<file path="src/rtl/signal_freq_meter.sv">
// rtl/signal_freq_meter.sv - rising-edge frequency meter over a fixed clk-timed gate window
// Publishes the saturating edge count, a one-cycle strobe and an overflow flag per window.
module signal_freq_meter #(
  parameter int GATE_CYCLES = 100_000_000,
  parameter int COUNT_W     = 24
) (
  input  logic               clk,
  input  logic               clr,
  input  logic               en,
  input  logic               sig_in,
  output logic [COUNT_W-1:0] freq,
  output logic               freq_valid,
  output logic               overflow
);

  localparam int GW = (GATE_CYCLES > 1) ? $clog2(GATE_CYCLES) : 1;
  localparam logic [GW-1:0]      G_LAST = GW'(GATE_CYCLES - 1);
  localparam logic [COUNT_W-1:0] E_MAX  = '1;

  typedef enum logic {
    IDLE,
    RUN
  } state_t;

  state_t state_q, state_d;

  logic s1_q, s1_d;
  logic s2_q, s2_d;
  logic s3_q, s3_d;

  logic [GW-1:0]      gcnt_q, gcnt_d;
  logic [COUNT_W-1:0] ecnt_q, ecnt_d;
  logic               sat_q, sat_d;
  logic [COUNT_W-1:0] freq_q, freq_d;
  logic               valid_q, valid_d;
  logic               ovf_q, ovf_d;

  logic               edge_det;
  logic               win_end;
  logic [COUNT_W-1:0] ecnt_inc;
  logic               sat_inc;

  always_ff @(posedge clk) begin
    if (clr) begin
      state_q <= IDLE;
      s1_q    <= 1'b0;
      s2_q    <= 1'b0;
      s3_q    <= 1'b0;
      gcnt_q  <= '0;
      ecnt_q  <= '0;
      sat_q   <= 1'b0;
      freq_q  <= '0;
      valid_q <= 1'b0;
      ovf_q   <= 1'b0;
    end else begin
      state_q <= state_d;
      s1_q    <= s1_d;
      s2_q    <= s2_d;
      s3_q    <= s3_d;
      gcnt_q  <= gcnt_d;
      ecnt_q  <= ecnt_d;
      sat_q   <= sat_d;
      freq_q  <= freq_d;
      valid_q <= valid_d;
      ovf_q   <= ovf_d;
    end
  end

  // An edge arriving at an already-full counter is the one that is lost, so it marks saturation.
  always_comb begin
    s1_d     = sig_in;
    s2_d     = s1_q;
    s3_d     = s2_q;
    edge_det = s2_q & ~s3_q;
    ecnt_inc = ecnt_q;
    sat_inc  = sat_q;
    if (edge_det) begin
      if (ecnt_q == E_MAX) begin
        sat_inc = 1'b1;
      end else begin
        ecnt_inc = ecnt_q + COUNT_W'(1);
      end
    end
  end

  always_comb begin
    state_d = state_q;
    gcnt_d  = gcnt_q;
    ecnt_d  = ecnt_q;
    sat_d   = sat_q;
    freq_d  = freq_q;
    ovf_d   = ovf_q;
    valid_d = 1'b0;
    win_end = (state_q == RUN) && (gcnt_q == G_LAST);

    case (state_q)
      IDLE: begin
        gcnt_d = '0;
        ecnt_d = '0;
        sat_d  = 1'b0;
        if (en) begin
          state_d = RUN;
          gcnt_d  = GW'(1);
          ecnt_d  = ecnt_inc;
          sat_d   = sat_inc;
        end
      end
      RUN: begin
        if (!en) begin
          state_d = IDLE;
          gcnt_d  = '0;
          ecnt_d  = '0;
          sat_d   = 1'b0;
        end else if (win_end) begin
          // The closing cycle's edge is folded into the published count, not the next window.
          gcnt_d  = '0;
          ecnt_d  = '0;
          sat_d   = 1'b0;
          freq_d  = ecnt_inc;
          ovf_d   = sat_inc;
          valid_d = 1'b1;
        end else begin
          gcnt_d = gcnt_q + GW'(1);
          ecnt_d = ecnt_inc;
          sat_d  = sat_inc;
        end
      end
      default: begin
        state_d = IDLE;
      end
    endcase
  end

  assign freq       = freq_q;
  assign freq_valid = valid_q;
  assign overflow   = ovf_q;

endmodule
</file>
<file path="config.mk">
export PLATFORM = sky130hd
export DESIGN_NAME = signal_freq_meter
export DESIGN_NICKNAME = d
export VERILOG_FILES = /design/src/rtl/signal_freq_meter.sv
export SDC_FILE = /design/constraint.sdc
export NUM_CORES = 1
export LEC_CHECK = 0
export BUFFER_PORTS_ARGS = -buffer_cell sky130_fd_sc_hd__buf_2
export CAP_MARGIN = 20
export CORE_MARGIN = 1.5
export CORE_UTILIZATION = 55
export CTS_CLUSTER_DIAMETER = 60
export DETAILED_ROUTE_END_ITERATION = 10
export GPL_ROUTABILITY_DRIVEN = 1
export PLACE_DENSITY_LB_ADDON = 0.25
export SETUP_SLACK_MARGIN = 0.02
export SLEW_MARGIN = 20
export SYNTH_ARGS = -nofsm -noshare
export SYNTH_HDL_FRONTEND = slang
export SYNTH_SLANG_ARGS = --single-unit
</file>
<file path="constraint.sdc">
create_clock -name clk -period 4.44 [get_ports clk]
set_input_delay 0 -clock clk [delete_from_list [all_inputs] [get_ports clk]]
set_output_delay 0 -clock clk [all_outputs]
set_load 0.01 [all_outputs]
</file>
# Word level (Yosys, flattened, before mapping)

Index checks and enable logic that the tools add are counted.

Register bits: 82
Bits of input ports: 4

Multiplexer cells: 18
Eq/ne operators: 2
Reductions and logical operators: 3
Bitwise logic cells: 4
Add/subtract/negate cells: 2

Operators with widths:

| operator                                      | count |
|---|---|
| two-way mux 24 bit                            | 5 |
| two-way mux 27 bit                            | 2 |
| case mux 27 bit (2 select lines)              | 1 |
| case mux 24 bit (2 select lines)              | 1 |
| adder 27 x 1 -> 27 bit, second input constant | 1 |
| equality test 27 bit, second input constant   | 1 |
| adder 24 x 1 -> 24 bit, second input constant | 1 |
| equality test 24 bit, second input constant   | 1 |
| two-way mux 1 bit                             | 8 |
| inverter 1 bit                                | 3 |
| AND reduction 3 bit                           | 1 |
| OR reduction 3 bit                            | 1 |
| case mux 1 bit (2 select lines)               | 1 |
| AND 1 bit                                     | 1 |
| logical AND 1 bit                             | 1 |

# Longest topological paths before layout

Gate-level depths: netlist of run 1.

Depth in word-level cells: 6
Gate-level depth with buffers: 7
Mapped depth without buffers: 6

# Least setup slack after synthesis of run 1

OpenSTA, ideal clock, no wires.

Kind: register -> register
From: reg ecnt_q[0]
To: reg freq_q[9], in the netlist freq[9]
Arrival: 1.914 ns
Path slack: 2.441 ns
Cell stages (with the launch flop): 8
Data required time: 4.354 ns
Path through: dfxtp_1 > ha_1 > nand3_1 > nor4_4 > buf_4 > a211oi_1 > xnor2_1 > a211oi_1

Cells in the longest elaborated chain, start to end: 3
Elaborated cells on any way between the ends: 4
Classes of those cells: add/sub (1); eq/ne (1); mux (2)

RTL lines:

| element                                                               | line   | source |
|---|---|---|
| start, declared                                                       | 32     | `logic [COUNT_W-1:0] ecnt_q, ecnt_d;` |
| start signal, assigned                                                | 61     | `ecnt_q <= ecnt_d;` |
| adder 24 x 1 -> 24 bit / equality test 24 bit (equally long branches) | 81, 78 |  |
| two-way mux 24 bit *                                                  | 78     | `if (ecnt_q == E_MAX) begin` |
| two-way mux 24 bit *                                                  | 77     | `if (edge_det) begin` |
| end signal, assigned                                                  | 63     | `freq_q <= freq_d;` |
| end, declared                                                         | 34     | `logic [COUNT_W-1:0] freq_q, freq_d;` |

Every way passes the cells marked *; elsewhere a longest branch is shown, timed or not.
A chain may end at the register's enable or synchronous reset.

# Worst setup path in the final report of run 1

From: reg ecnt_q[0]
To: reg freq_q[1], in the netlist freq[1]

The elaborated chain is that of the path after synthesis.

==> results of run 1 <==
per-stage QoR:
step | worst slack (ns) | util | cell area [um^2]
floorplan | 2.44 | - | 3550
global placement | 1.97 | 0.592 | 3740
detailed placement | 1.90 | 0.592 | 3740
CTS | 1.87 | 0.628 | 3960
global route | 1.65 | 0.628 | 3960
finish | 1.89 | 0.628 | 3960
state kept, by name (all words and copies together) (netlist names):
register,flops
gcnt_q,27
ecnt_q,24
freq,24
freq_valid,1
overflow,1
s1_q,1
s2_q,1
s3_q,1
sat_q,1
state_q,1
cells in the final DEF (no fill, tap or decap), types with 3 or more instances in the layout:
master    count
nor2b_1       8
nand2_1      18
nor3_1        6
or3_1         4
nor4_2        4
a211oi_1     19
o21ai_0       6
nor2_1       71
nand2b_1      6
xnor2_1      33
a21oi_1      13
nor4_1        8
o22ai_1       3
nand3_1      15
nor4_4        3
clkbuf_8     11
nand4_1      16
xor2_1        7
and4_1        7
clkinv_2      3
buf_4         3
inv_1         7
buf_2        29
dfxtp_1      82
a211oi_2      4
critical path: cells and delay by family (launching register included):
family                   cells  cell delay (ns)
AO/OA/AOI/OAI                2             0.52
adder cells (fa/ha/maj)      1             0.23
AND/OR/NAND/NOR              2             1.14
flip-flops                   1             0.37
multiplexers                 1             0.20
routing by layer:
metal | global-route usage | vias up | routed length (um)
met4 | 0.0955 | 0 | 133
met1 | 0.291 | 1284 | 3440
met5 | 0 | - | 0
li1 | - | 1418 | -
met3 | 0.0457 | 10 | 331
met2 | 0.307 | 74 | 2950
path summary, 6_finish.rpt:
path / cells past startpoint / slack, ns / from / endpoint
setup / recovery: 6 / 1.89 / ecnt_q[0]$_SDFF_PP0_ / freq[1]$_SDFFE_PP0P_
hold / removal: 2 / 0.14 / clr / s1_q$_SDFF_PP0_
hold reg to reg: 1 / 0.45 / s1_q$_SDFF_PP0_ / s2_q$_SDFF_PP0_
setup reg to reg: 6 / 1.89 / ecnt_q[0]$_SDFF_PP0_ / freq[1]$_SDFFE_PP0P_
power by group:
part           internal, mW  switching (mW)
Combinational       0.00661          0.0134
Sequential            0.737         0.00162
Clock                 0.288           0.260
Total                  1.03           0.275
kinds of logic (layout without fill, tap and decap cells):
logic type               after synthesis  after routing  synth area share
AND/OR/NAND/NOR                      180            180             0.283
flip-flops                            82             82             0.462
AO/OA/AOI/OAI                         54             54             0.113
XOR/XNOR                              40             40            0.0986
buffers and inverters                 25             57            0.0310
adder cells (fa/ha/maj)                2              2           0.00704
multiplexers                           2              2           0.00563
layout make-up:
type	count	area (um^2)	area share
Multi-Input combinational cell	278	1810	0.456
Sequential cell	82	1640	0.414
Timing Repair Buffer	34	188	0.0473
Clock buffer	11	151	0.0382
Tap cell	77	96.3	0.0243
Clock inverter	5	52.6	0.0133
Inverter	7	26.3	0.00663
==> flow_summary.yaml, run 1 <==
clock_network:
  clockBufferDepth: 2
  cts_hold_buffers: 2
  htreeDepth: 3
  clock-sinks: 82
  numCtsBuffers: 9
  path_clk_slew_ns: 0.07
  post_cts_buffers: 0
  clock_latency_ns: 0.35
  ctsResizeCount: 0
  cts_tree: "done"
  cts_root_buf: "clkbuf_8"
sta:
  drv_slew: 0
  period_share: 0.574
  rsz0062_at_grt: "no"
  finalSetupTns_ns: 0
  relSlewSlack: 0.307
  setup_viol: 0
  holdWs_ns: 0.145
  fin_skew_ns: 0.00837
  fin_crit_ns: 2.55
  hold_viol: 0
  fmax_mhz: 392
  worst_slew_pin_slew_ns: 1.03
placed_design:
  hpwl_mm: 4.66
  place_congestion: 0.872
  numPortBuffers: 29
  dpl.cell_count: 476
route:
  num_vias: 2786
  drt_iter0_drc: 164
  wl_per_cell_um: 13.9
  drtPass1Iterations: 5
  viasPerCell: 5.64
  ant_nets: 0
  drc: 0
  wl_mm: 6.86
hold_path:
  hold_class: "in -> reg"
cells_and_area:
  nets: 418
  layoutNonFillerInstCount: 494
  drive_above_1_share: 0.165
  diodes: 0
  fillers: 548
  area_delta_synth_final_pct: 11.5
power:
  leakagePower_nw: 1.29
  p_per_area_nw_per_um2: 330
  power_mw: 1.31
  ir_drop_mv: 0.223
floorplan:
  core_um2: 6310
  pin_count: 30
  die_y_um: 83.4
  die_area_um2: 6950
  initial_utilization: 0.563
  die_w_um: 83.4
  num_rows: 29
logic_synthesis:
  synth_area_leaders: "dfxtp_1, xnor2_1, nor2_1"
  ys_seq_area_frac: 0.462
  ys_ff_latch: 82
  syn_nets: 391
  async_flop_share: 0
  synth-edff-count: 0
  synth_area_leader_cell: "dfxtp_1"
  yosys_most_used_dff: "dfxtp_1"
  yosysWarnings: 0
  synthCells: 385
  yosysUniqueCellTypes: 44
  synthDominantCellAreaShare: 0.462
  yosys-top-cells-count: "dfxtp_1, nor2_1, xnor2_1, a211oi_1, nand2_1"
  avgSynthCellArea_um2: 9.23
  yosysMostFrequentCell: "dfxtp_1"
  syn-cell-area_um2: 3550
worst_setup_path:
  end_kind: "flip-flop"
  slowest_delay_ns: 0.91
  crit_type: "reg -> reg"
  cp_max_fo: 16
  cp.arrival_ns: 2.81
  worstPathRequired_ns: 4.70
  path_cells: "ha_1 -> nand3_1 -> nor4_4 -> a21oi_1 -> mux2i_1 -> a211oi_1"
  crit_path_top_delay_cell: "nor4_4"
  crit_path_start_kind: "flip-flop"
global_route:
  gr-usage-all-layers: 0.208
  grt_pass1_wl_mm: 11.7
  grt_overflow: 0
  grt_max_degree: 49
  antenna_found_initial: 0
  grt_pass1_vias: 2474
run_status:
  status: "completed"
job:
  max_cap_violations: 0
Power figures use the tool's default switching activity.
==> inputs of run 2 (changes only) <==
--- a/config.mk
+++ b/config.mk
@@ -8,7 +8,7 @@
 export BUFFER_PORTS_ARGS = -buffer_cell sky130_fd_sc_hd__buf_2
 export CAP_MARGIN = 20
 export CORE_MARGIN = 1.5
-export CORE_UTILIZATION = 55
+export CORE_UTILIZATION = 53
 export CTS_CLUSTER_DIAMETER = 60
 export DETAILED_ROUTE_END_ITERATION = 10
 export GPL_ROUTABILITY_DRIVEN = 1
==> constraint.sdc (replaced) <==
create_clock -name clk -period 2.3 [get_ports clk]
set_input_delay 0 -clock clk [delete_from_list [all_inputs] [get_ports clk]]
set_output_delay 0 -clock clk [all_outputs]
set_load 0.01 [all_outputs]
==> run 2 against run 1 <==
The run now ends with DRC left. Critical path depth unchanged. Non-clock buffer count increased by 7. Flip-flop and latch count unchanged. Clock power increased by 88%. Worst hold slack improved by 0.011 ns. Clock-buffer cell count increased by 3. Cell area increased by 1.9%. Die area increased by 3.6%. Largest power group unchanged.
==> flow_summary.yaml, run 2 (same netlist as run 1, synthesis figures left out) <==
placed_design:
  preCtsSetupSlack_ns: 0.303
  place_congestion: 0.864
  numPortBuffers: 29
  hpwl_mm: 4.67
global_route:
  grt_overflow: 0
  grt_pass1_wl_mm: 11.8
  grt_max_degree: 49
  grt_pass1_vias: 2593
  gr-usage-all-layers: 0.203
  antenna_found_initial: 0
floorplan:
  die_area_um2: 7200
  core_um2: 6420
  num_rows: 29
  initial_utilization: 0.553
  die_w_um: 84.9
  die_y_um: 84.9
  pin_count: 30
worst_setup_path:
  worstPathRequired_ns: 2.53
  slowest_delay_ns: 0.45
  crit_type: "reg -> reg"
  end_kind: "flip-flop"
  crit_family: "simple AND/OR/NAND/NOR gates"
  crit_buf_inv: 0
  cp_max_fo: 8
  path_common_cell: "o22ai_1"
  cp.arrival_ns: 2.22
  path_cells: "ha_1 -> nand3_1 -> nor4_4 -> nand2_1 -> o22ai_1 -> o22ai_1"
  crit_path_start_kind: "flip-flop"
  crit_path_top_delay_cell: "nor4_4"
cells_and_area:
  drive_above_1_share: 0.170
  mostFrequentLayoutCells: "dfxtp_1, nor2_1, xnor2_1, buf_2, a211oi_1"
  final_common_cell: "dfxtp_1"
  largest_reg_flops: 27
  fillers: 509
  nets: 425
  top_register: "gcnt_q"
  area_delta_synth_final_pct: 13.6
  diodes: 0
power:
  pwr-share-seq: 0.570
  p_clk_frac: 0.412
  combinationalPowerShare: 0.018
  switchingPower_uw: 500
  cellInternalPower_mw: 2.00
  p_per_area_nw_per_um2: 620
  ir_drop_mv: 0.607
  swShare: 0.200
  leakagePower_nw: 1.33
clock_network:
  clockBufferDepth: 2
  clock_latency_ns: 0.34
  htreeDepth: 3
  clock-sinks: 82
  path_clk_slew_ns: 0.07
  numCtsBuffers: 9
  ctsResizeCount: 0
  cts_tree: "done"
  cts_root_buf: "clkbuf_8"
job:
  max_cap_violations: 0
sta:
  fin_crit_ns: 1.99
  fmax_mhz: 502
  worst_slew_pin_slew_ns: 0.490
  period_share: 0.866
  rsz0062_at_grt: "no"
  fin_skew_ns: 0.00670
  setup_slack_ns: 0.309
  finalSetupTns_ns: 0
  setup_viol: 0
  relSlewSlack: 0.672
  drv_slew: 0
  hold_viol: 0
route:
  drtPass1Iterations: 7
  drc: 6
  ant_nets: 0
  wl_per_cell_um: 13.5
  drt_iter0_drc: 110
  wl_mm: 6.77
  num_vias: 2838
  viasPerCell: 5.66
hold_path:
  hold_class: "in -> reg"
run_status:
  status: "finished, violations left"
  violations: "DRC"
-- run 2: cell count changes in the layout (fill, tap and decap cells not counted), sizes merged --
cell	before	now
clkinv	3	1
buf	32	38
clkinvlp	1	0
dlygate4sd3	2	3
clkbuf	11	14
-- run 2: repair_timing --
item | 4_1_cts | 5_1_grt
hold endpoints to repair | 2 | 0
buffers inserted | 0 | 0
hold buffers | 3 | 0
-- run 2: power groups by stage --
stage,Combinational [mW],Clock [mW],Sequential [mW]
global placement,0.0402,0,1.46
CTS,0.0446,1.05,1.43
finish,0.0445,1.03,1.43
global route,0.0488,1.12,1.43
detailed placement,0.0408,0,1.46
floorplan,0.0265,0,1.46
-- run 2: path summary, 6_finish.rpt --
check,start,end,slack (ns),cells after the start
min reg2reg,s1_q$_SDFF_PP0_,s2_q$_SDFF_PP0_,0.44,1
max,ecnt_q[0]$_SDFF_PP0_,freq[14]$_SDFFE_PP0P_,0.31,6
max reg2reg,ecnt_q[0]$_SDFF_PP0_,freq[14]$_SDFFE_PP0P_,0.31,6
min,en,gcnt_q[0]$_SDFF_PP0_,0.16,4
-- run 2: area by class of cell --
class,instances,area (um^2),area share
multi-input cells,278,1810,0.448
flip-flops and latches,82,1640,0.407
repair buffers,41,268,0.0663
inverters,7,26.3,0.00651
clock buffers,14,163,0.0403
clock inverters,2,35.0,0.00868
well taps,77,96.3,0.0239
-- run 2: tightest hold or removal path: cells and delay by family --
kind,cells,cell delay (ns)
simple gates,1,0.18
compound gates,2,0.16
buf+inv,1,0.11
-- run 2: metrics by stage --
step / hold slack (ns) / std cells / area, um^2 / utilization / power [mW]
floorplan: 0.115 / 385 / 3550 / - / 1.49
global placement: 0.228 / 482 / 3810 / 0.593 / 1.50
detailed placement: 0.221 / 482 / 3810 / 0.593 / 1.50
CTS: 0.136 / 501 / 4040 / 0.629 / 2.52
global route: 0.168 / 501 / 4040 / 0.629 / 2.59
finish: 0.155 / 501 / 4040 / 0.629 / 2.50
-- run 2: routing by layer --
layer  track usage  wire length, um  vias to the layer above
met5             0                0                        -
met4        0.0522               68                        0
met3        0.0661              314                       13
met2         0.323             3050                       53
met1         0.269             3340                     1337
li1              -                -                     1435
==> inputs of run 3 (changes only) <==
==> config.mk (replaced) <==
export PLATFORM = sky130hd
export DESIGN_NAME = signal_freq_meter
export DESIGN_NICKNAME = d
export VERILOG_FILES = /design/src/rtl/signal_freq_meter.sv
export SDC_FILE = /design/constraint.sdc
export NUM_CORES = 1
export LEC_CHECK = 0
export CAP_MARGIN = 20
export CORE_MARGIN = 1.5
export CORE_UTILIZATION = 55
export CTS_CLUSTER_DIAMETER = 60
export DETAILED_ROUTE_END_ITERATION = 10
export DONT_BUFFER_PORTS = 1
export GPL_ROUTABILITY_DRIVEN = 1
export PLACE_DENSITY_LB_ADDON = 0.25
export SETUP_SLACK_MARGIN = 0.02
export SYNTH_ARGS = -nofsm -noshare
export SYNTH_HDL_FRONTEND = slang
export SYNTH_SLANG_ARGS = --single-unit
==> run 3 against run 2 <==
The flow now finishes without violations. First-iteration DRC count down 12%. Non-clock buffer count down 27. Fmax down 1.8%. Final cell count down 5.4%. Global-route usage up 2.0 points. Clock power about the same. Total power up 0.35%. Critical path type unchanged. Critical endpoint is now freq[8]$_SDFFE_PP0P_.
==> flow_summary.yaml, run 3 (same netlist as run 1, synthesis figures left out) <==
clock_network:
  path_clk_slew_ns: 0.07
  post_cts_buffers: 0
  clock_latency_ns: 0.36
  cts_root_buf: "clkbuf_8"
  cts_tree: "done"
  clock-sinks: 82
  clockBufferDepth: 2
  htreeDepth: 3
  numCtsBuffers: 9
cells_and_area:
  mostFrequentLayoutCells: "dfxtp_1, nor2_1, xnor2_1, a211oi_1, nand2_1"
  nets: 398
  area_delta_synth_final_pct: 10.7
  top_register: "gcnt_q"
  final_util: 0.623
  drive_above_1_share: 0.113
  diodes: 0
  final_common_cell: "dfxtp_1"
  largest_reg_flops: 27
worst_setup_path:
  crit_type: "reg -> reg"
  cp_max_fo: 11
  crit_path_start_kind: "flip-flop"
  path_common_cell: "a211oi_1"
  path_cells: "ha_1 -> nand3_1 -> nor4_4 -> buf_4 -> a211oi_1 -> xnor2_1 -> a211oi_1"
  worstPathRequired_ns: 2.57
  cp.arrival_ns: 2.29
  end_kind: "flip-flop"
  slowest_delay_ns: 0.37
  crit_path_top_delay_cell: "dfxtp_1"
job:
  max_cap_violations: 0
placed_design:
  place_congestion: 0.921
  numPortBuffers: 0
  hpwl_mm: 4.83
sta:
  setup_viol: 0
  rsz0062_at_grt: "no"
  fmax_mhz: 493
  worst_slew_pin_slew_ns: 0.582
  period_share: 0.882
  hold_viol: 0
  relSlewSlack: 0.611
  drv_slew: 0
  fin_crit_ns: 2.03
  finalSetupTns_ns: 0
  fin_skew_ns: 0.00626
route:
  drt_iter0_drc: 97
  num_vias: 2762
  wl_mm: 7.12
  drtPass1Iterations: 4
  viasPerCell: 5.83
  wl_per_cell_um: 15.0
  ant_nets: 0
  drc: 0
hold_path:
  hold_class: "in -> reg"
floorplan:
  num_rows: 29
  initial_utilization: 0.563
  die_w_um: 83.4
  die_y_um: 83.4
  core_um2: 6310
  pin_count: 30
  die_area_um2: 6950
power:
  p_per_area_nw_per_um2: 638
  leakagePower_nw: 1.19
  ir_drop_mv: 0.428
global_route:
  gr-usage-all-layers: 0.223
  antenna_found_initial: 1
  grt_pass1_vias: 2698
  grt_pass1_wl_mm: 12.5
  grt_overflow: 0
  grt_max_degree: 49
run_status:
  status: "completed"
## run 3: critical path: cells and delay by family (launching register included)
family,cells,cell delay (ns)
AND/OR/NAND/NOR,2,0.55
flip-flops,1,0.37
AO/OA/AOI/OAI,2,0.37
buffers and inverters,1,0.26
adder cells (fa/ha/maj),1,0.22
XOR/XNOR,1,0.16
## run 3: layout make-up
cell class | instances | area (um^2)
fillers | 539 | 2380
clock inverters | 2 | 35.0
multi-input cells | 278 | 1830
repair buffers | 14 | 145
inverters | 7 | 26.3
flip-flops and latches | 82 | 1640
clock buffers | 14 | 163
well taps | 77 | 96.3
## run 3: where the power goes
group	internal [mW]	total, mW	leakage [nW]	switching [mW]
Sequential	1.42	1.43	0.661	0.00340
Clock	0.561	1.04	0.101	0.478
Combinational	0.0178	0.0450	0.426	0.0272
Total	2.00	2.51	1.19	0.509
## run 3: final timing paths
path	from	cells past startpoint	slack [ns]	to
worst max-delay path	ecnt_q[0]$_SDFF_PP0_	7	0.27	freq[8]$_SDFFE_PP0P_
worst min register to register	s1_q$_SDFF_PP0_	1	0.45	s2_q$_SDFF_PP0_
worst max register to register	ecnt_q[0]$_SDFF_PP0_	7	0.27	freq[8]$_SDFFE_PP0P_
worst min-delay path	en	4	0.14	freq[20]$_SDFFE_PP0P_
## run 3: layer usage
layer  share of wire  global-route usage
met4           0.020               0.105
met2            0.45               0.335
met3           0.058              0.0676
met1            0.47               0.295
met5          0.0014                   0
## run 3: repair_timing
item	4_1_cts	5_1_grt
setup endpoints to repair	0	1
resized for setup	0	1
hold buffers	3	0
hold endpoints to repair	31	0
## run 3: through the flow
step | std cells | hold WS, ns | total power, mW | area (um^2) | worst slack [ns]
after floorplan | 385 | 0.115 | 1.49 | 3550 | 0.301
after global placement | 454 | 0.0718 | 1.49 | 3680 | 0.396
after detailed placement | 454 | 0.0717 | 1.49 | 3680 | 0.250
after CTS | 473 | 0.139 | 2.54 | 3910 | 0.220
after global routing | 474 | 0.183 | 2.60 | 3930 | 0.0879
final | 474 | 0.142 | 2.51 | 3930 | 0.272
